$ cat config.mk
export PLATFORM = sky130hd
export DESIGN_NAME = saturn_fetch
export DESIGN_NICKNAME = d
export VERILOG_FILES = /design/src/rtl/saturn_fetch.sv
export SDC_FILE = /design/constraint.sdc
export NUM_CORES = 1
export LEC_CHECK = 0
export ABC_AREA = 0
export CORE_MARGIN = 3
export CORE_UTILIZATION = 40
export CTS_CLUSTER_SIZE = 24
export DETAILED_ROUTE_END_ITERATION = 10
export GPL_ROUTABILITY_DRIVEN = 1
export GPL_TIMING_DRIVEN = 0
export HOLD_SLACK_MARGIN = 0.02
export PLACE_DENSITY = 0.66
export SYNTH_ARGS = -nofsm -noshare
export SYNTH_HDL_FRONTEND = slang
export SYNTH_SLANG_ARGS = --single-unit
$ cat constraint.sdc
create_clock -name i_clk -period 2.8 [get_ports i_clk]
set_input_delay 0.7 -clock i_clk [delete_from_list [all_inputs] [get_ports i_clk]]
set_output_delay 0.7 -clock i_clk [all_outputs]
set_load 0.01 [all_outputs]
$ cat src/rtl/saturn_fetch.sv
// saturn_fetch: nibble-serial instruction fetch with prefetch FIFO and redirect (optional SATURN_FETCH_STATS_EN ack counter)
module saturn_fetch #(
    parameter int          FIFO_DEPTH = 4,
    parameter logic [19:0] RESET_ADDR = 20'h00000
) (
    input  logic        i_clk,
    input  logic        i_reset_n,
    output logic        o_bus_req,
    output logic [19:0] o_bus_addr,
    input  logic        i_bus_ack,
    input  logic [3:0]  i_bus_nibble,
    output logic [3:0]  o_nibble,
    output logic        o_nibble_valid,
    input  logic        i_nibble_ready,
    output logic [19:0] o_pc,
    input  logic        i_jump,
    input  logic [19:0] i_jump_addr
`ifdef SATURN_FETCH_STATS_EN
    ,
    output logic [31:0] o_fetch_count
`endif
);
    localparam int PTR_W = $clog2(FIFO_DEPTH);
    localparam int CNT_W = PTR_W + 1;
    localparam logic [CNT_W-1:0] FULL = CNT_W'(FIFO_DEPTH);
    typedef enum logic {RUN, HOLD} state_e;
    state_e             state_q, state_d;
    logic [19:0]        fetch_q, fetch_d, pc_q, pc_d;
    logic [PTR_W-1:0]   wr_q, wr_d, rd_q, rd_d;
    logic [CNT_W-1:0]   count_q, count_d;
    logic [3:0]         mem_q [FIFO_DEPTH];
    logic               push, pop;
    // Request is gated by the reset input so it drops the instant reset asserts.
    assign o_bus_req      = i_reset_n && state_q == RUN;
    assign push           = o_bus_req && i_bus_ack && !i_jump;
    assign pop            = o_nibble_valid && i_nibble_ready && !i_jump;
    assign o_nibble_valid = count_q != '0;
    assign o_nibble       = o_nibble_valid ? mem_q[rd_q] : 4'h0;
    assign o_bus_addr     = fetch_q;
    assign o_pc           = pc_q;
    // Next state: a jump flushes and redirects, otherwise push/pop advance independently.
    always_comb begin
        fetch_d = i_jump ? i_jump_addr : fetch_q + 20'(push);
        pc_d    = i_jump ? i_jump_addr : pc_q + 20'(pop);
        wr_d    = i_jump ? '0 : wr_q + PTR_W'(push);
        rd_d    = i_jump ? '0 : rd_q + PTR_W'(pop);
        count_d = i_jump ? '0 : count_q + CNT_W'(push) - CNT_W'(pop);
        state_d = count_d == FULL ? HOLD : RUN;
    end
    // Control state with asynchronous reset.
    always_ff @(posedge i_clk or negedge i_reset_n) begin
        if (!i_reset_n) begin
            state_q <= RUN;
            fetch_q <= RESET_ADDR;
            pc_q    <= RESET_ADDR;
            wr_q    <= '0;
            rd_q    <= '0;
            count_q <= '0;
        end else begin
            state_q <= state_d;
            fetch_q <= fetch_d;
            pc_q    <= pc_d;
            wr_q    <= wr_d;
            rd_q    <= rd_d;
            count_q <= count_d;
        end
    end
    // FIFO storage needs no reset; validity comes from the count.
    always_ff @(posedge i_clk) begin
        if (push) mem_q[wr_q] <= i_bus_nibble;
    end
`ifdef SATURN_FETCH_STATS_EN
    logic [31:0] fetch_count_q;
    // Saturating count of accepted acks; survives jumps.
    always_ff @(posedge i_clk or negedge i_reset_n) begin
        if (!i_reset_n) fetch_count_q <= '0;
        else if (push && fetch_count_q != '1) fetch_count_q <= fetch_count_q + 32'd1;
    end
    assign o_fetch_count = fetch_count_q;
`endif
endmodule

==> impl_metrics.ini <==
[yosys]
synth_area_sq_mm = 0.00325
ys_warn_count = 0
syn_nets = 316
synth_top_area_share_pct = 37.0
yosys.area_share.xor_xnor_pct = 7.82
synth.distinct_cells = 39
synth.area.mux_share_pct = 10.7
synth_edf_count = 16
synth-adder-area-share_pct = 3.70
synth_cells = 278
ys_top_cells_by_area = dfrtp_1 37%, edfxtp_1 15%, mux2_2 7.6%
ys_async_sr_fraction_pct = 75.0
yosys.area_share.simple_pct = 17.6
ys_ff_latch = 64
avgSynthCellArea_sq_um = 11.7
synth_area_leader_cell = dfrtp_1
seq_area_frac_synth_pct = 51.8
synth-compound-area-share_pct = 5.93
synth_top_family_by_area = simple AND/OR/NAND/NOR gates
synthFlopType = dfrtp_1

[die]
die_area_sq_mm = 0.00924
initial_utilization_pct = 41.6
fp.dieH_microns = 96.1
fp.coreArea_sq_mm = 0.00781
die_w_microns = 96.1
rows = 32
pin_count = 75

[routing]
drt_wl_total_microns = 7760
drcViolationCount = 0
vias = 2456
routedWlPerCell_microns = 16.3
vias_per_cell = 5.17
drtIter0Drc = 91
antenna_left = 0
drt-pass1-iter-count = 4

[cells_and_area]
syn2layout_area_growth_pct = 37.9
antenna-diode-count = 0
fin_util_pct = 57.4
finalNetCount = 406
layout-drive-gt1-share_pct = 19.0
register_area_sq_mm = 0.00168
nFillCells = 695
multi_input_area_sq_mm = 0.00157

[clock_tree]
cts_hold_buf = 0
cts_tree = built
root_buffer = clkbuf_8
cts_made_buffers = 9
clkLatencyLatePin_ns = 0.35
htreeDepth = 3
cts_max_path_buffers = 2
path_clk_slew_ns = 0.08
clock_sinks = 64

[sta]
rsz0062_at_grt = no
drv_slew = 0
max_slew_margin_pct = 52.9
fin_crit_sh_pct = 95.6
finalSetupTns_ns = 0
setup_viol = 0
worstMarginPinSlew_ns = 0.705
timing.fmax_mhz = 373
hold_viol_final = 0
hold_slack_ns = 0.204
fin_worst_skew_ns = 0.00485
min_period_ns = 2.68

[worst_setup_path]
crit_top_cell = o31a_1
crit_path_start_kind = primary input
arrival_ns = 2.92
worst_ep_required_time_ns = 3.04
path_class = in2reg
worst-path-max-fanout = 5
crit_chain = clkdlybuf4s50_1, nand3_2, inv_2, ha_1, ha_4, nand4_4, or3_4, o31a_1, o31a_1
slowest_stage = clkdlybuf4s50_1
worstSetupEndpointType = flop
critPathMaxStageDelay_ns = 0.47

[run_status]
run_status = complete, no violations

[placed_design]
hpwl_microns = 5540
place.gp.congestion = 0.755
io_buffers = 74

[global_routing]
grt_usage_pct = 18.0
grt_overflow = 0
grt_pass1_vias = 2455
antenna_found_initial = 0
grt_pass1_wl_microns = 12300
grt_start_max_net_pins = 39

[pwr]
p_leak_nw = 1.80
powerDensity_mw_per_mm2 = 611
irDropWorstVdd_mv = 0.256

[hold_path]
hp-class = in2async

[flow_run]
cap_violations = 0
-- power breakdown --
part | internal [mW] | switching, mW
combinational | 0.372 | 0.276
clock | 0.510 | 0.405
sequential | 1.05 | 0.129
-- routing by layer --
| metal | GRT usage [%] | routed length, microns | vias to the layer above |
|---|---|---|---|
| li1 | - | - | 1199 |
| met1 | 24.1 | 3530 | 1183 |
| met2 | 28.1 | 3720 | 64 |
| met3 | 4.69 | 383 | 10 |
| met4 | 6.75 | 120 | 0 |
| met5 | 0 | 0 | - |
-- Yosys cell counts, types with 2 or more instances --
master     n
a31oi_1    2
nor3b_1    3
a21oi_1    6
dfrtp_1   48
nand2_1   15
o31a_1     5
clkbuf_1   3
ha_1       8
nor2b_1    8
mux4_2     4
o21ai_0    6
and3_1     3
nor2_1    17
o21a_1     3
xor2_1    19
inv_1     15
nand3_1   10
mux2_2    22
and4_1     2
buf_1      3
nand4_1    8
edfxtp_1  16
nor4_1    10
xnor2_1   10
o311a_1    2
nand2b_1   3
nand4_2    3
a31o_2     2
nor3_1    12
-- timing repair --
action	4_1_cts	5_1_grt
endpoints found under the setup margin	31	11
pin swaps	0	1
resized for setup	17	5
gates cloned	0	0
buffers inserted	4	0
-- per-stage QoR --
| step | cell area (sq um) | std cells | setup WS, ns | total power, mW |
|---|---|---|---|---|
| floorplan | 3250 | 278 | 0.0270 | 1.47 |
| global placement | 4120 | 454 | -2.47 | 1.80 |
| detailed placement | 4130 | 455 | -1.32 | 1.81 |
| CTS | 4460 | 475 | 0.0144 | 2.75 |
| global route | 4480 | 475 | 0.00824 | 2.88 |
| finish | 4480 | 475 | 0.122 | 2.74 |
-- cell usage in the layout (no fill, tap or decap), drive strengths merged, types with 2 or more instances in the layout --
| cell type | count |
|---|---|
| a21oi | 6 |
| a31o | 2 |
| a31oi | 2 |
| and3 | 3 |
| and4 | 3 |
| buf | 8 |
| bufinv | 2 |
| clkbuf | 13 |
| clkdlybuf4s50 | 72 |
| clkinv | 2 |
| dfrtp | 48 |
| edfxtp | 16 |
| ha | 8 |
| inv | 18 |
| mux2 | 22 |
| mux4 | 4 |
| nand2 | 15 |
| nand2b | 3 |
| nand3 | 10 |
| nand4 | 11 |
| nor2 | 17 |
| nor2b | 8 |
| nor3 | 13 |
| nor3b | 3 |
| nor4 | 11 |
| o21a | 3 |
| o21ai | 6 |
| o311a | 2 |
| o31a | 5 |
| xnor2 | 10 |
| xor2 | 19 |
-- critical path, delay by kind of cell --
family	cells	cell delay, ns
and+or+nand+nor	3	0.70
AOI/OAI and AO/OA	2	0.52
buffers and inverters	2	0.59
adders and majority gates	2	0.41
-- cell families after synthesis --
family,after synthesis
simple gates,99
buf+inv,22
flops,64
mux,27
xor+xnor,29
fa+ha+maj,9
compound gates,28
-- path summary, 6_finish.rpt --
check / cells past startpoint / endpoint / startpoint / slack (ns)
hold / removal: 1 / o_pc[17]$_DFF_PN0_ / i_reset_n / 0.20
setup / recovery: 9 / o_bus_addr[18]$_DFF_PN0_ / i_bus_ack / 0.12
min in group i_clk: 1 / o_pc[19]$_DFF_PN0_ / o_pc[19]$_DFF_PN0_ / 0.57
max in group asynchronous: 2 / o_bus_addr[6]$_DFF_PN0_ / i_reset_n / 2.15
setup reg to reg: 10 / state_q$_DFF_PN0_ / count_q[1]$_DFF_PN0_ / 0.27
hold reg to reg: 1 / o_pc[19]$_DFF_PN0_ / o_pc[19]$_DFF_PN0_ / 0.57
-- layout make-up --
type / instances / area share [%]
clock inverters: 7 / 2.29
repair buffers: 79 / 17.6
well taps: 102 / 2.85
clock buffers: 9 / 2.76
flip-flops and latches: 64 / 37.5
multi-input cells: 192 / 35.0
plain buffers: 6 / 0.586
inverters: 16 / 1.40
-- flip-flops by register name (all words and copies together) (netlist names) --
signal,count
o_bus_addr,20
o_pc,20
mem_q,16
count_q,3
rd_q,2
wr_q,2
state_q,1
No activity file was read; power rests on OpenSTA's default activity.
